## src/rtl/mem_pkg.sv

```systemverilog
// Shared constants for the data-memory arbiter: access size codes, FSM
// state encoding and the default starvation limit.
package mem_pkg;

    localparam logic [1:0] SZ_BYTE = 2'b00;
    localparam logic [1:0] SZ_HALF = 2'b01;
    localparam logic [1:0] SZ_WORD = 2'b10;

    localparam logic [0:0] P_OWN = 1'b0;
    localparam logic [0:0] D_OWN = 1'b1;

    localparam int STARVE_MAX_DEF = 4;

endpackage

```

## src/rtl/mem_arbiter_if.sv

```systemverilog
// Bundles the pipeline, debug-loader and data-memory buses around the arbiter.
// slave = arbiter side, master = requesters plus memory.
interface mem_arbiter_if;

    logic        p_req;
    logic        p_we;
    logic [1:0]  p_len;
    logic [31:0] p_addr;
    logic [31:0] p_wdata;
    logic        p_stall;
    logic [31:0] p_rdata;
    logic        p_err;

    logic        d_req;
    logic        d_we;
    logic [1:0]  d_len;
    logic [31:0] d_addr;
    logic [31:0] d_wdata;
    logic        d_gnt;
    logic        d_rvalid;
    logic [31:0] d_rdata;
    logic        d_err;

    logic        m_we;
    logic [1:0]  m_len;
    logic [31:0] m_addr;
    logic [31:0] m_wdata;
    logic [31:0] m_rdata;

    modport slave (
        input  p_req, p_we, p_len, p_addr, p_wdata,
        input  d_req, d_we, d_len, d_addr, d_wdata,
        input  m_rdata,
        output p_stall, p_rdata, p_err,
        output d_gnt, d_rvalid, d_rdata, d_err,
        output m_we, m_len, m_addr, m_wdata
    );

    modport master (
        output p_req, p_we, p_len, p_addr, p_wdata,
        output d_req, d_we, d_len, d_addr, d_wdata,
        output m_rdata,
        input  p_stall, p_rdata, p_err,
        input  d_gnt, d_rvalid, d_rdata, d_err,
        input  m_we, m_len, m_addr, m_wdata
    );

endinterface

```

## src/rtl/align_check.sv

```systemverilog
// Flags a half access on an odd address or a word access not on a 4-byte
// boundary; size code 11 is handled as a word.
module align_check
    import mem_pkg::*;
(
    input  logic [1:0] i_len,
    input  logic [1:0] i_addr_lo,
    output logic       o_misaligned
);

    always_comb begin
        case (i_len)
            SZ_BYTE: o_misaligned = 1'b0;
            SZ_HALF: o_misaligned = i_addr_lo[0];
            default: o_misaligned = |i_addr_lo;
        endcase
    end

endmodule

```

## src/rtl/mem_arbiter.sv

```systemverilog
// Shares one data-memory port between the MEM pipeline stage and a debug
// loader; the pipeline has priority, a starved debug request forces one cycle.
module mem_arbiter
    import mem_pkg::*;
#(
    parameter int STARVE_MAX = STARVE_MAX_DEF
) (
    input  logic           clk,
    input  logic           rst,
    mem_arbiter_if.slave   bus
);

    logic        w_p_req;
    logic        w_d_req;
    logic        w_p_mis;
    logic        w_d_mis;
    logic        w_d_gnt;
    logic        w_starve_hit;

    logic [0:0]  r_state;
    logic [3:0]  r_starve;
    logic        r_d_rvalid;
    logic [31:0] r_d_rdata;
    logic        r_d_err;

    // Requests are masked during reset so the combinational outputs look idle.
    assign w_p_req = bus.p_req & rst;
    assign w_d_req = bus.d_req & rst;

    align_check u_p_align (
        .i_len        (bus.p_len),
        .i_addr_lo    (bus.p_addr[1:0]),
        .o_misaligned (w_p_mis)
    );

    align_check u_d_align (
        .i_len        (bus.d_len),
        .i_addr_lo    (bus.d_addr[1:0]),
        .o_misaligned (w_d_mis)
    );

    // Forcing on the cycle the count reaches STARVE_MAX gives exactly
    // STARVE_MAX pipeline cycles between forced grants.
    assign w_starve_hit = (r_starve >= 4'(STARVE_MAX - 1));

    always_comb begin
        // NOTE: every output gets a default first so no branch can infer a latch.
        bus.m_we    = 1'b0;
        bus.m_len   = bus.p_len;
        bus.m_addr  = bus.p_addr;
        bus.m_wdata = bus.p_wdata;
        bus.p_stall = 1'b0;
        bus.p_rdata = '0;
        bus.p_err   = 1'b0;
        w_d_gnt     = 1'b0;
        if (r_state == P_OWN) begin
            bus.p_rdata = bus.m_rdata;
            bus.p_err   = w_p_req & w_p_mis;
            if (w_p_req) begin
                bus.m_we = bus.p_we & ~w_p_mis;
            end else if (w_d_req) begin
                bus.m_len   = bus.d_len;
                bus.m_addr  = bus.d_addr;
                bus.m_wdata = bus.d_wdata;
                bus.m_we    = bus.d_we & ~w_d_mis;
                w_d_gnt     = 1'b1;
            end
        end else begin
            bus.m_len   = bus.d_len;
            bus.m_addr  = bus.d_addr;
            bus.m_wdata = bus.d_wdata;
            bus.m_we    = w_d_req & bus.d_we & ~w_d_mis;
            bus.p_stall = w_p_req;
            w_d_gnt     = w_d_req;
        end
    end

    always_ff @(posedge clk or negedge rst) begin
        if (!rst) begin
            r_state    <= P_OWN;
            r_starve   <= '0;
            r_d_rvalid <= 1'b0;
            r_d_rdata  <= '0;
            r_d_err    <= 1'b0;
        end else begin
            // NOTE: state uses non-blocking assignments so every register
            // updates from the same pre-edge values.
            if (r_state == P_OWN) begin
                if (w_p_req && w_d_req) begin
                    if (w_starve_hit) begin
                        r_state  <= D_OWN;
                        r_starve <= 4'(STARVE_MAX);
                    end else begin
                        r_starve <= r_starve + 4'd1;
                    end
                end else begin
                    r_starve <= '0;
                end
            end else begin
                r_state  <= P_OWN;
                r_starve <= '0;
            end
            r_d_rvalid <= w_d_gnt;
            r_d_err    <= w_d_gnt & w_d_mis;
            r_d_rdata  <= (w_d_gnt && !bus.d_we) ? bus.m_rdata : '0;
        end
    end

    assign bus.d_gnt    = w_d_gnt;
    assign bus.d_rvalid = r_d_rvalid;
    assign bus.d_rdata  = r_d_rdata;
    assign bus.d_err    = r_d_err;

endmodule

```

## src/flat_wrapper.sv

```systemverilog
// flat-port wrapper written by rule: the top's interface ports become plain ports
module mem_arbiter_flat import mem_pkg::*;
#(
    parameter int STARVE_MAX = STARVE_MAX_DEF
)
  (clk, rst, bus_p_req, bus_p_we, bus_p_len, bus_p_addr, bus_p_wdata, bus_d_req, bus_d_we, bus_d_len, bus_d_addr, bus_d_wdata, bus_m_rdata, bus_p_stall, bus_p_rdata, bus_p_err, bus_d_gnt, bus_d_rvalid, bus_d_rdata, bus_d_err, bus_m_we, bus_m_len, bus_m_addr, bus_m_wdata);
  mem_arbiter_if bus_i ();
  input  logic clk;
  input  logic rst;
  input wire logic [$bits(bus_i.p_req)-1:0] bus_p_req;
  input wire logic [$bits(bus_i.p_we)-1:0] bus_p_we;
  input wire logic [$bits(bus_i.p_len)-1:0] bus_p_len;
  input wire logic [$bits(bus_i.p_addr)-1:0] bus_p_addr;
  input wire logic [$bits(bus_i.p_wdata)-1:0] bus_p_wdata;
  input wire logic [$bits(bus_i.d_req)-1:0] bus_d_req;
  input wire logic [$bits(bus_i.d_we)-1:0] bus_d_we;
  input wire logic [$bits(bus_i.d_len)-1:0] bus_d_len;
  input wire logic [$bits(bus_i.d_addr)-1:0] bus_d_addr;
  input wire logic [$bits(bus_i.d_wdata)-1:0] bus_d_wdata;
  input wire logic [$bits(bus_i.m_rdata)-1:0] bus_m_rdata;
  output wire logic [$bits(bus_i.p_stall)-1:0] bus_p_stall;
  output wire logic [$bits(bus_i.p_rdata)-1:0] bus_p_rdata;
  output wire logic [$bits(bus_i.p_err)-1:0] bus_p_err;
  output wire logic [$bits(bus_i.d_gnt)-1:0] bus_d_gnt;
  output wire logic [$bits(bus_i.d_rvalid)-1:0] bus_d_rvalid;
  output wire logic [$bits(bus_i.d_rdata)-1:0] bus_d_rdata;
  output wire logic [$bits(bus_i.d_err)-1:0] bus_d_err;
  output wire logic [$bits(bus_i.m_we)-1:0] bus_m_we;
  output wire logic [$bits(bus_i.m_len)-1:0] bus_m_len;
  output wire logic [$bits(bus_i.m_addr)-1:0] bus_m_addr;
  output wire logic [$bits(bus_i.m_wdata)-1:0] bus_m_wdata;
  assign bus_i.p_req = bus_p_req;
  assign bus_i.p_we = bus_p_we;
  assign bus_i.p_len = bus_p_len;
  assign bus_i.p_addr = bus_p_addr;
  assign bus_i.p_wdata = bus_p_wdata;
  assign bus_i.d_req = bus_d_req;
  assign bus_i.d_we = bus_d_we;
  assign bus_i.d_len = bus_d_len;
  assign bus_i.d_addr = bus_d_addr;
  assign bus_i.d_wdata = bus_d_wdata;
  assign bus_i.m_rdata = bus_m_rdata;
  assign bus_p_stall = bus_i.p_stall;
  assign bus_p_rdata = bus_i.p_rdata;
  assign bus_p_err = bus_i.p_err;
  assign bus_d_gnt = bus_i.d_gnt;
  assign bus_d_rvalid = bus_i.d_rvalid;
  assign bus_d_rdata = bus_i.d_rdata;
  assign bus_d_err = bus_i.d_err;
  assign bus_m_we = bus_i.m_we;
  assign bus_m_len = bus_i.m_len;
  assign bus_m_addr = bus_i.m_addr;
  assign bus_m_wdata = bus_i.m_wdata;
  mem_arbiter #(.STARVE_MAX(STARVE_MAX)) u_core (.clk(clk), .rst(rst), .bus(bus_i));
endmodule
```

## config.mk

```make
export PLATFORM = sky130hd
export DESIGN_NAME = mem_arbiter_flat
export DESIGN_NICKNAME = d
export VERILOG_FILES = /design/src/rtl/mem_pkg.sv /design/src/rtl/mem_arbiter_if.sv /design/src/rtl/align_check.sv /design/src/rtl/mem_arbiter.sv /design/src/flat_wrapper.sv
export SDC_FILE = /design/constraint.sdc
export NUM_CORES = 1
export LEC_CHECK = 0
export CAP_MARGIN = 20
export CORE_AREA = 2 2 119 121
export DETAILED_ROUTE_END_ITERATION = 8
export DIE_AREA = 0 0 121 123
export GPL_TIMING_DRIVEN = 0
export PLACE_DENSITY_LB_ADDON = 0.08
export SLEW_MARGIN = 20
export SYNTH_ARGS = -nofsm -noshare
export SYNTH_HDL_FRONTEND = slang
export SYNTH_SLANG_ARGS = --single-unit
```

## constraint.sdc

```tcl
create_clock -name clk -period 3.51 [get_ports clk]
set_input_delay 1.053 -clock clk [delete_from_list [all_inputs] [get_ports clk]]
set_output_delay 1.053 -clock clk [all_outputs]
set_load 0.05 [all_outputs]
```

Yosys cells after proc, flatten, opt, wreduce, memory -nomap -nowiden --
Cells that the tools add are included.
Word-level totals: register bits after elaboration 39, latch bits 0, bits in writable memories 0, memory bits (read-only) 0, input port bits 170, word-level logic and storage cells 53, memories kept 0
Cells by class: add/subtract/negate cells 1, multiply operators 0, div/mod/pow operators 0, $lt $le $gt $ge 1, equal/unequal tests 2, shift-type cells 0, muxes and demuxes 27, bitwise logic cells 10, reductions and logical operators 7
Operators by type and width (count):
- $mux W32 | 8
- $mux W4 | 3
- $mux W1 | 11
- $and A1 B1 Y1 | 8
- $mux W2 | 3
- $add A4 B1 Y4 const B | 1
- $eq A2 B1 Y1 const B | 2
- $ge A4 B2 Y1 const B | 1
- $logic_not A2 Y1 | 2
- $pmux W1 S2 | 2
- $reduce_or A2 Y1 | 2
- $logic_and A1 B1 Y1 | 2
- $not A1 Y1 | 2
- $logic_not A1 Y1 | 1

Longest topological paths before layout --
Gate-level depths: netlist of the first run.
depth after elaboration 7, gate-level depth with buffers 5

Hierarchy --
From an unflattened synthesis of the first run, not the netlist that was laid out.
Unflattened totals: cells, all modules 453, area total of the unflattened synthesis 4062.6 µm²
Modules (own cells, without submodules):
- mem_arbiter | instances 1, cells each 447, area each 4037.6 µm², sequential area each 975.9 µm²
- align_check | instances 2, cells each 3, area each 12.5 µm², sequential area each 0.0 µm²

Worst setup path before layout of the first run --
No wires, ideal clock.
path kind input to output, start input bus_p_req, end output bus_m_we, arrival time 2464 ps, required time 2457 ps, slack -7 ps, stages 3, path buffers 0, cells stage by stage inv_2 > o211ai_1 > o31ai_1
On the way: cells in the longest elaborated chain, start to end 3
Ends and longest elaborated chain:
- from (decl) | line flat_wrapper.sv:10 | input wire logic [$bits(bus_i.p_req)-1:0] bus_p_req;
- $and A1 B1 Y1 | line mem_arbiter.sv:27 | assign w_p_req = bus.p_req & rst;
- $mux W1 | line mem_arbiter.sv:59 | if (w_p_req) begin
- $mux W1 | line mem_arbiter.sv:56 | if (r_state == P_OWN) begin
- to (decl) | line flat_wrapper.sv:28 | output wire logic [$bits(bus_i.m_we)-1:0] bus_m_we;
Every way passes these cells.

Final worst setup path of the first run --
start input rst, end output bus_m_addr[29]
On the way: cells in the longest elaborated chain, start to end 4, elaborated cells on any way between the ends 5
Ends and longest elaborated chain:
- from (decl) | line flat_wrapper.sv:9 | input logic rst;
- $and A1 B1 Y1 | line mem_arbiter.sv:28 | assign w_d_req = bus.d_req & rst;
- $mux W32 | line mem_arbiter.sv:61 | end else if (w_d_req) begin
- $mux W32 (*) | line mem_arbiter.sv:59
- $mux W32 (*) | line mem_arbiter.sv:56
- to (decl) | line flat_wrapper.sv:30 | output wire logic [$bits(bus_i.m_addr)-1:0] bus_m_addr;
Mark *: on every way between the ends. The rest lies on a longest branch, timed or not.

==> results of run 1 <==
## per-layer routing
layer  up-vias  wire length [um]  GRT usage
met3         7              1430     0.0664
met1      1233              3990      0.155
met2       155              6350      0.273
li1       1344                 -          -
met5         -                 0          0
met4         0                74     0.0283
## cell type report
class	instances	share of cell area
clock inverters	2	0.00589
multi-input cells	152	0.244
clock buffers	6	0.0233
well taps	180	0.0378
inverters	3	0.00189
plain buffers	14	0.0244
flip-flops and latches	39	0.164
repair buffers	312	0.499
## path summary, 6_finish.rpt
path / startpoint / end / slack (ps)
min in group asynchronous: rst / u_core.bus.d_rdata[2] / 570
max: rst / bus_m_addr[29] / 70
max in group asynchronous: rst / u_core.r_starve[2] / 2330
min: u_core.r_starve[0] / u_core.r_starve[0] / 450
min reg2reg: u_core.r_starve[0] / u_core.r_starve[0] / 450
max reg2reg: u_core.r_state / u_core.bus.d_rdata[19] / 2040
## through the flow
step / util / area (sq um) / hold WS (ps)
after global routing: 0.437 / 5950 / 472
after floorplan: - / 2570 / 414
after CTS: 0.434 / 5900 / 445
after detailed placement: 0.431 / 5870 / 438
final: 0.437 / 5950 / 449
after global placement: 0.430 / 5850 / 426
## flip-flops by register name, indices dropped and copies added, names as in the netlist
signal / count
u_core.bus.d_rvalid: 1
u_core.bus.d_rdata: 32
u_core.r_starve: 4
u_core.r_state: 1
u_core.bus.d_err: 1
## power by group
group          total, mW  internal [mW]  leakage (nW)  switching [mW]
Sequential         0.461          0.458         0.537         0.00224
Combinational      0.896          0.403          2.21           0.493
Clock              0.527          0.353        0.0868           0.174
Total               1.88           1.21          2.84           0.670
## cell families after synthesis
group	count (synthesis)	share of synthesized area
DFF	39	0.380
adders and majority gates	1	0.00487
muxes	66	0.348
AOI/OAI and AO/OA	7	0.0253
and+or+nand+nor	77	0.183
other	1	0.00146
buffers and inverters	17	0.0575
## timing repair
item | CTS | global route
resized for setup | 416 | 20
buffers inserted | 2 | 0
cloned | 3 | 1
endpoints found under the hold margin | 0 | 0
pin swaps | 1 | 1
endpoints found under the setup margin | 98 | 70
## placed cells by master (no fill, tap or decap), types with 3 or more instances in the layout
| cell type | synthesis | layout |
|---|---|---|
| dlygate4sd2_1 | 0 | 29 |
| clkdlybuf4s50_1 | 0 | 200 |
| nor2b_1 | 32 | 32 |
| and2_1 | 32 | 32 |
| clkbuf_16 | 0 | 6 |
| buf_12 | 4 | 7 |
| dlymetal6s2s_1 | 0 | 4 |
| dfrtp_1 | 39 | 39 |
| mux2_4 | 40 | 40 |
| buf_4 | 3 | 33 |
| mux2_2 | 26 | 26 |
| buf_6 | 1 | 8 |
| clkbuf_2 | 0 | 3 |
| buf_2 | 0 | 30 |
| nor2_1 | 4 | 4 |
| clkbuf_1 | 6 | 6 |
==> flow_metrics.env, run 1 <==
export IMPL_crit_slowest_cell="mux2_4"
export IMPL_critPathRequiredTime_ps=2460
export IMPL_cts_root_buf="clkbuf_16"
export IMPL_cp_arrival_ps=2390
export IMPL_syn_area_sq_mm=0.00257
export IMPL_criticalPathCategory="input pin to primary output"
export IMPL_seq_area_sq_um=976
export IMPL_grt_max_degree=20
export IMPL_grt_pass1_wl_um=16600
export IMPL_wl_per_cell_um=16.7
export IMPL_synthCells=208
export IMPL_rsz0062_at_grt="false"
export IMPL_crit_chain="buf_12 > buf_12 > a31oi_4 > buf_12 > buf_12 > mux2_4 > buf_4"
export IMPL_power_mw=1.88
export IMPL_clock_path_buffers=2
export IMPL_vias=2739
export IMPL_dr_first_iter_drc_count=32
export IMPL_post_synth_top_area_cell="dfrtp_1"
export IMPL_ys_ff_latch=39
export IMPL_place_ws_ps=-814
export IMPL_cp_end_kind="primary output"
export IMPL_first_global_vias=2745
export IMPL_synthTopCellsByArea="dfrtp_1 (38%), mux2_4 (23%), mux2_2 (11%)"
export IMPL_hold_depth=1
export IMPL_tightest_slew_ps=591
export IMPL_fmax_mhz=290
export IMPL_numCtsBuffers=5
export IMPL_antenna_diode_count=0
export IMPL_layout_cells_non_filler=708
export IMPL_crit_buf_inv=5
export IMPL_dieWidth_um=121
export IMPL_cap_violations=0
export IMPL_dieArea_sq_mm=0.0149
export IMPL_synthTopCellsByCount="mux2_4 (40), dfrtp_1 (39), and2_1 (32), nor2b_1 (32), mux2_2 (26)"
export IMPL_setup_tns_ps=0
export IMPL_insertion_delay_ps=280
export IMPL_fillers=1338
export IMPL_fin_skew_ps=4.94
export IMPL_rr_worst_depth=4
export IMPL_fin_nets=698
export IMPL_antenna_found_initial=0
export IMPL_area_growth_pct=132
export IMPL_ctsHoldBuffers=0
export IMPL_coreArea_sq_mm=0.0136
export IMPL_synth_top_area_share=0.380
export IMPL_ant_nets=0
export IMPL_cp_top_family="buffers and inverters"
export IMPL_syn_area_per_cell_sq_um=12.3
export IMPL_synth_edf_count=0
export IMPL_critPathMaxStageDelay_ps=310
export IMPL_htreeDepth=2
export IMPL_vdd_ir_drop_max_mv=0.220
export IMPL_synthMostInstantiatedCell="mux2_4"
export IMPL_synthFlopType="dfrtp_1"
export IMPL_outcome="finished clean"
export IMPL_cp_depth=7
export IMPL_die_h_um=123
export IMPL_path_common_cell="buf_12"
export IMPL_slew_headroom=0.605
export IMPL_crit_path_max_fanout=19
export IMPL_power_density_mw_per_mm2=317
export IMPL_routed_wl_um=11800
export IMPL_setup_viol=0
export IMPL_power_leakage_nw=2.84
export IMPL_yosysWarnings=0
export IMPL_min_path_type="flop to flop"
export IMPL_grt_usage=0.147
export IMPL_finalCriticalPeriod_ps=3440
export IMPL_drc_errors=0
export IMPL_place_congestion=0.685
export IMPL_ys_seq_area_frac=0.380
export IMPL_initial_core_util=0.189
export IMPL_cts_sinks=39
export IMPL_synthArstFlopShare=1.00
export IMPL_ys_types=28
export IMPL_portBuffers=305
export IMPL_hold_viol=0
export IMPL_vias_per_cell=3.87
export IMPL_multi_input_area_sq_mm=0.00145
export IMPL_hpwl_um=9800
export IMPL_synth_fp_nets=379
export IMPL_ios=306
export IMPL_slew_viol_final=0
export IMPL_firstDrtPassIters=4
export IMPL_grt_overflow=0
export IMPL_startpoint_type="input pin"
export IMPL_placed_cells=694
export IMPL_post_route_period_util=0.981
export IMPL_worst_slack_ps=65.7
export IMPL_row_count=43
export IMPL_cts_tree="yes"
export IMPL_layout_drive_gt1_share=0.311
export IMPL_clkTransAtPathRegs_ps=50
Note: power is estimated with default switching activity, not from simulation.
==> inputs of run 2 (changes only) <==
CORE_AREA = 2 2 120 122   (was 2 2 119 121)
DIE_AREA = 0 0 122 124   (was 0 0 121 123)
SYNTH_HIERARCHICAL = 1   (was unset)
==> flow_metrics.env, run 2 <==
export IMPL_die_h_um=124
export IMPL_synth_fp_nets=624
export IMPL_dieWidth_um=122
export IMPL_setup_tns_ps=0
export IMPL_largest_register_ffs=32
export IMPL_hold_slack_ps=461
export IMPL_insertion_delay_ps=280
export IMPL_place_congestion=0.782
export IMPL_wl_per_cell_um=18.4
export IMPL_crit_start="bus_p_req"
export IMPL_portBuffers=303
export IMPL_coreArea_sq_mm=0.0137
export IMPL_synthTopCellsByCount="nand2b_1 (68), nand4b_1 (67), nand2_1 (66), o211ai_2 (40), dfrtp_1 (39)"
export IMPL_routed_wl_um=17400
export IMPL_pwr_share_comb=0.536
export IMPL_hold_viol=0
export IMPL_p_sw_mw=0.799
export IMPL_grt_pass1_wl_um=25900
export IMPL_slew_headroom=0.626
export IMPL_fillers=1303
export IMPL_layout_drive_gt1_share=0.249
export IMPL_cap_violations=0
export IMPL_ys_seq_area_frac=0.240
export IMPL_yosysWarnings=6
export IMPL_grt_max_degree=28
export IMPL_antenna_diode_count=0
export IMPL_vdd_ir_drop_max_mv=0.186
export IMPL_crit_path_max_fanout=10
export IMPL_multi_input_area_sq_mm=0.00274
export IMPL_cts_sinks=39
export IMPL_cts_setup_buffers=0
export IMPL_dr_first_iter_drc_count=228
export IMPL_ys_ff_latch=39
export IMPL_synthArstFlopShare=1.00
export IMPL_slew_viol_final=0
export IMPL_cts_tree="yes"
export IMPL_setup_viol=0
export IMPL_htreeDepth=2
export IMPL_synthTopCellsByArea="dfrtp_1 (24%), nand4b_1 (14%), o211ai_2 (12%)"
export IMPL_grt_overflow=0
export IMPL_row_count=43
export IMPL_holdCritStartpoint="u_core/r_starve[0]"
export IMPL_antenna_found_initial=0
export IMPL_first_global_vias=4724
export IMPL_seq_area_sq_um=976
export IMPL_numCtsBuffers=5
export IMPL_outcome="finished clean"
export IMPL_drc_errors=0
export IMPL_clockPowerShare=0.224
export IMPL_dieArea_sq_mm=0.0151
export IMPL_cts_root_buf="clkbuf_16"
export IMPL_p_seq_frac=0.241
export IMPL_swShare=0.417
export IMPL_syn_area_per_cell_sq_um=8.97
export IMPL_cp_end_kind="primary output"
export IMPL_synthMostInstantiatedCell="nand2b_1"
export IMPL_cp_arrival_ps=2410
export IMPL_p_int_mw=1.12
export IMPL_finalCriticalPeriod_ps=3460
export IMPL_vias=4725
export IMPL_vias_per_cell=5.01
export IMPL_startpoint_type="input pin"
export IMPL_post_route_period_util=0.986
export IMPL_rsz0062_at_grt="false"
export IMPL_fin_nets=934
export IMPL_grt_usage=0.217
export IMPL_ys_types=26
export IMPL_initial_core_util=0.296
export IMPL_power_leakage_nw=2.91
export IMPL_fin_skew_ps=6.39
export IMPL_tightest_slew_ps=560
export IMPL_layout_common_cells="clkdlybuf4s50_1 (199), nand2b_1 (68), nand4b_1 (67)"
export IMPL_reg2reg_from="u_core/r_state"
export IMPL_post_synth_top_area_cell="dfrtp_1"
export IMPL_ios=306
export IMPL_synth_edf_count=0
export IMPL_final_common_cell="clkdlybuf4s50_1"
export IMPL_clkTransAtPathRegs_ps=50
export IMPL_clock_path_buffers=2
export IMPL_min_path_type="flop to flop"
export IMPL_ant_nets=0
export IMPL_synthFlopType="dfrtp_1"
export IMPL_syn_area_sq_mm=0.00406
export IMPL_critPathRequiredTime_ps=2460
export IMPL_power_density_mw_per_mm2=264
export IMPL_firstDrtPassIters=4
export IMPL_post_route_util=0.530
export IMPL_criticalPathCategory="input pin to primary output"
export IMPL_synth_top_area_share=0.240
export IMPL_synthCells=453
export IMPL_area_growth_pct=78.9
export IMPL_hpwl_um=13900
export IMPL_fmax_mhz=289
[run 2: changes by cell type in the layout (fill, tap and decap cells not counted), moves of 25 or more]
cell,previous run,this run
and2_1,32,0
buf_2,30,60
mux2_2,26,0
mux2_4,40,0
nand2_1,2,66
nand2b_1,0,68
nand4b_1,0,67
nor4b_2,0,27
o211ai_1,1,26
o211ai_2,0,40
[run 2: through the flow]
step           power, mW  area (sq um)  worst slack [ps]  instances
5_1_grt             2.00          7270              1.18        944
3_3_place_gp        1.55          7330             -2410        936
2_1_floorplan       1.08          4070              87.0        453
4_1_cts             1.94          7320             0.203        944
6_report            1.92          7270              47.7        944
3_5_place_dp        1.56          7340              -951        937
[run 2: final cells by class]
type | count | share of cell area
timing repair buffer | 304 | 0.389
sequential | 39 | 0.134
buffer | 58 | 0.0489
tap | 180 | 0.0310
inverter | 2 | 0.00103
multi-input combinational | 353 | 0.377
clock inverter | 1 | 0.000688
clock buffer | 7 | 0.0182
[run 2: layer usage]
metal  global-route usage  share of wire  vias to the layer above
met1                0.252           0.38                     2258
li1                     -              -                     2273
met5                    0              0                        -
met4               0.0395          0.012                        0
met3               0.0481          0.077                       16
met2                0.410           0.53                      178
[run 2: path summary, 6_finish.rpt]
path | end | slack (ps) | cells past startpoint
min | u_core/r_starve[0] | 460 | 1
max reg2reg | u_core/bus.d_rdata[11] | 2260 | 4
min in group asynchronous | u_core/bus.d_rdata[6] | 650 | 1
max | bus_m_wdata[4] | 50 | 5
min reg2reg | u_core/r_starve[0] | 460 | 1
max in group asynchronous | u_core/bus.d_rdata[27] | 2430 | 2
[run 2: cell families after synthesis]
group / after synthesis / share of synthesized area
AND/OR/NAND/NOR: 282 / 0.493
AO/OA/AOI/OAI: 69 / 0.176
buffers and inverters: 61 / 0.0868
flip-flops: 39 / 0.240
adder cells (fa/ha/maj): 1 / 0.00308
other: 1 / 0.000923
[run 2: what timing repair did]
item,4_1_cts,5_1_grt
hold buffers,0,0
endpoints found under the hold margin,0,0
gates resized for setup,343,25
setup endpoints to repair,101,23
[run 2: power groups by stage]
stage / Combinational [mW] / Sequential (mW) / Clock, mW
6_report: 1.03 / 0.461 / 0.429
3_3_place_gp: 1.08 / 0.469 / 0
4_1_cts: 1.04 / 0.461 / 0.442
3_5_place_dp: 1.09 / 0.470 / 0
2_1_floorplan: 0.589 / 0.496 / 0
5_1_grt: 1.08 / 0.462 / 0.460
[run 2: critical path, cell delays in order]
cell and delay, ps:
clkdlybuf4s15_2 310, and3b_1 240, buf_2 190, o211ai_1 200
clkdlybuf4s15_2 410
==> inputs of run 3 (changes only) <==
SETUP_SLACK_MARGIN = 0.4   (was unset)
SLEW_MARGIN = 10   (was 20)
==> flow_metrics.env, run 3 (same netlist as run 2, synthesis figures left out) <==
export IMPL_ios=306
export IMPL_dieArea_sq_mm=0.0151
export IMPL_place_congestion=0.816
export IMPL_tightest_slew_ps=641
export IMPL_setup_viol=0
export IMPL_cts_root_buf="clkbuf_16"
export IMPL_cts_sinks=39
export IMPL_ant_nets=0
export IMPL_cap_violations=0
export IMPL_htreeDepth=2
export IMPL_pwr_share_comb=0.578
export IMPL_ff2ff_setup_slack_ps=2270
export IMPL_grt_usage=0.224
export IMPL_final_common_cell="clkdlybuf4s50_1"
export IMPL_insertion_delay_ps=280
export IMPL_swShare=0.406
export IMPL_outcome="finished clean"
export IMPL_grt_pass1_wl_um=26800
export IMPL_layout_drive_gt1_share=0.332
export IMPL_min_path_type="flop to flop"
export IMPL_clockPowerShare=0.202
export IMPL_reg2reg_from="u_core/r_starve[0]"
export IMPL_p_seq_frac=0.219
export IMPL_critPathRequiredTime_ps=2460
export IMPL_grt_overflow=0
export IMPL_rr_worst_depth=3
export IMPL_first_global_vias=5013
export IMPL_power_mw=2.11
export IMPL_use_met3=0.0531
export IMPL_use_met1=0.262
export IMPL_crit_start="rst"
export IMPL_fmax_mhz=292
export IMPL_portBuffers=303
export IMPL_p_int_mw=1.25
export IMPL_post_route_period_util=0.975
export IMPL_antenna_found_initial=2
export IMPL_slew_viol_final=0
export IMPL_numCtsBuffers=5
export IMPL_fin_skew_ps=4.21
export IMPL_fin_nets=960
export IMPL_crit_path_max_fanout=5
export IMPL_wl_per_cell_um=18.9
export IMPL_vias=4949
export IMPL_met2_usage=0.422
export IMPL_routed_wl_um=18300
export IMPL_area_growth_pct=105
export IMPL_clkTransAtPathRegs_ps=50
export IMPL_dr_first_iter_drc_count=194
export IMPL_grt_busiest_layer="met2"
export IMPL_dieWidth_um=122
export IMPL_clock_path_buffers=2
export IMPL_power_leakage_nw=3.17
export IMPL_r2r_end="u_core/r_starve[1]"
export IMPL_vias_per_cell=5.10
export IMPL_layout_common_cells="clkdlybuf4s50_1 (191), nand2b_1 (67), nand4b_1 (67)"
export IMPL_slew_headroom=0.573
export IMPL_drc_errors=0
export IMPL_firstDrtPassIters=4
export IMPL_cts_tree="yes"
export IMPL_row_count=43
export IMPL_cp_arrival_ps=2370
export IMPL_finalCriticalPeriod_ps=3420
export IMPL_p_sw_mw=0.855
export IMPL_cp_endpoint="bus_m_wdata[11]"
export IMPL_cp_end_kind="primary output"
export IMPL_vdd_ir_drop_max_mv=0.163
export IMPL_rsz0062_at_grt="true"
export IMPL_power_density_mw_per_mm2=253
export IMPL_die_h_um=124
export IMPL_coreArea_sq_mm=0.0137
export IMPL_setup_tns_ps=0
export IMPL_hpwl_um=13900
export IMPL_largest_register_ffs=32
export IMPL_initial_core_util=0.296
export IMPL_criticalPathCategory="input pin to primary output"
export IMPL_hold_viol=0
export IMPL_grt_max_degree=20
export IMPL_fillers=1231
export IMPL_startpoint_type="input pin"
[run 3: changes by cell type in the layout (fill, tap and decap cells not counted), moves of 5 or more]
cell,previous run,this run
dlygate4sd2_1,31,4
o211ai_2,40,0
clkdlybuf4s50_1,199,191
buf_2,60,49
buf_4,15,38
buf_6,6,45
o211ai_4,0,40
clkdlybuf4s15_2,20,2
clkbuf_16,5,10
buf_16,0,7
buf_8,4,15
[run 3: timing repair]
action / in CTS / in global routing
setup endpoints to repair: 102 / 92
hold buffers: 0 / 0
gates cloned: 4 / 5
resized for setup: 651 / 52
pin swaps: 16 / 12
buffers inserted: 15 / 1
[run 3: power groups by stage]
stage,clock [mW],combinational (mW),sequential [mW]
final,0.426,1.22,0.461
after CTS,0.437,1.21,0.462
after global routing,0.457,1.27,0.462
after detailed placement,0,1.16,0.470
after floorplan,0,0.653,0.496
after global placement,0,1.14,0.470
[run 3: routing by layer]
| metal | up-vias | part of all wire |
|---|---|---|
| li1 | 2335 | - |
| met1 | 2381 | 0.38 |
| met2 | 215 | 0.52 |
| met3 | 18 | 0.087 |
| met4 | 0 | 0.012 |
| met5 | - | 0 |
[run 3: how the worst min path moves through the flow]
stage / cells after the start / slack [ps] / from / to
floorplan: 1 / 420 / u_core/r_starve[0] / u_core/r_starve[0]
global placement: 1 / 440 / u_core/r_starve[0] / u_core/r_starve[0]
detailed placement: 1 / 440 / u_core/r_starve[0] / u_core/r_starve[0]
CTS: 1 / 440 / u_core/r_starve[0] / u_core/r_starve[0]
global route: 1 / 470 / u_core/r_starve[0] / u_core/r_starve[0]
finish: 1 / 440 / u_core/r_starve[0] / u_core/r_starve[0]
[run 3: through the flow]
stage / util / area (sq um) / cells / setup slack (ps) / hold slack, ps
floorplan: - / 4460 / 453 / 125 / 419
global placement: 0.562 / 7710 / 936 / -2300 / 435
detailed placement: 0.563 / 7730 / 937 / -1010 / 437
CTS: 0.600 / 8240 / 963 / 88.6 / 444
global route: 0.606 / 8310 / 971 / 45.6 / 473
finish: 0.606 / 8310 / 971 / 89.0 / 442
[run 3: worst max-delay path, cell delays in order]
cell and delay, ps:
buf_8 100, buf_12 120, buf_8 120, and3b_2 250, buf_12 160, buf_8 120
o211ai_1 210, buf_4 240
[run 3: cell type report]
type	count	area [sq um]	area share
sequential	39	976	0.117
timing repair buffer	329	3320	0.400
antenna	2	5.00	0.000602
inverter	2	7.51	0.000903
clock buffer	5	125	0.0150
multi-input combinational	353	3140	0.378
tap	180	225	0.0271
clock inverter	2	13.8	0.00166
buffer	59	499	0.0600
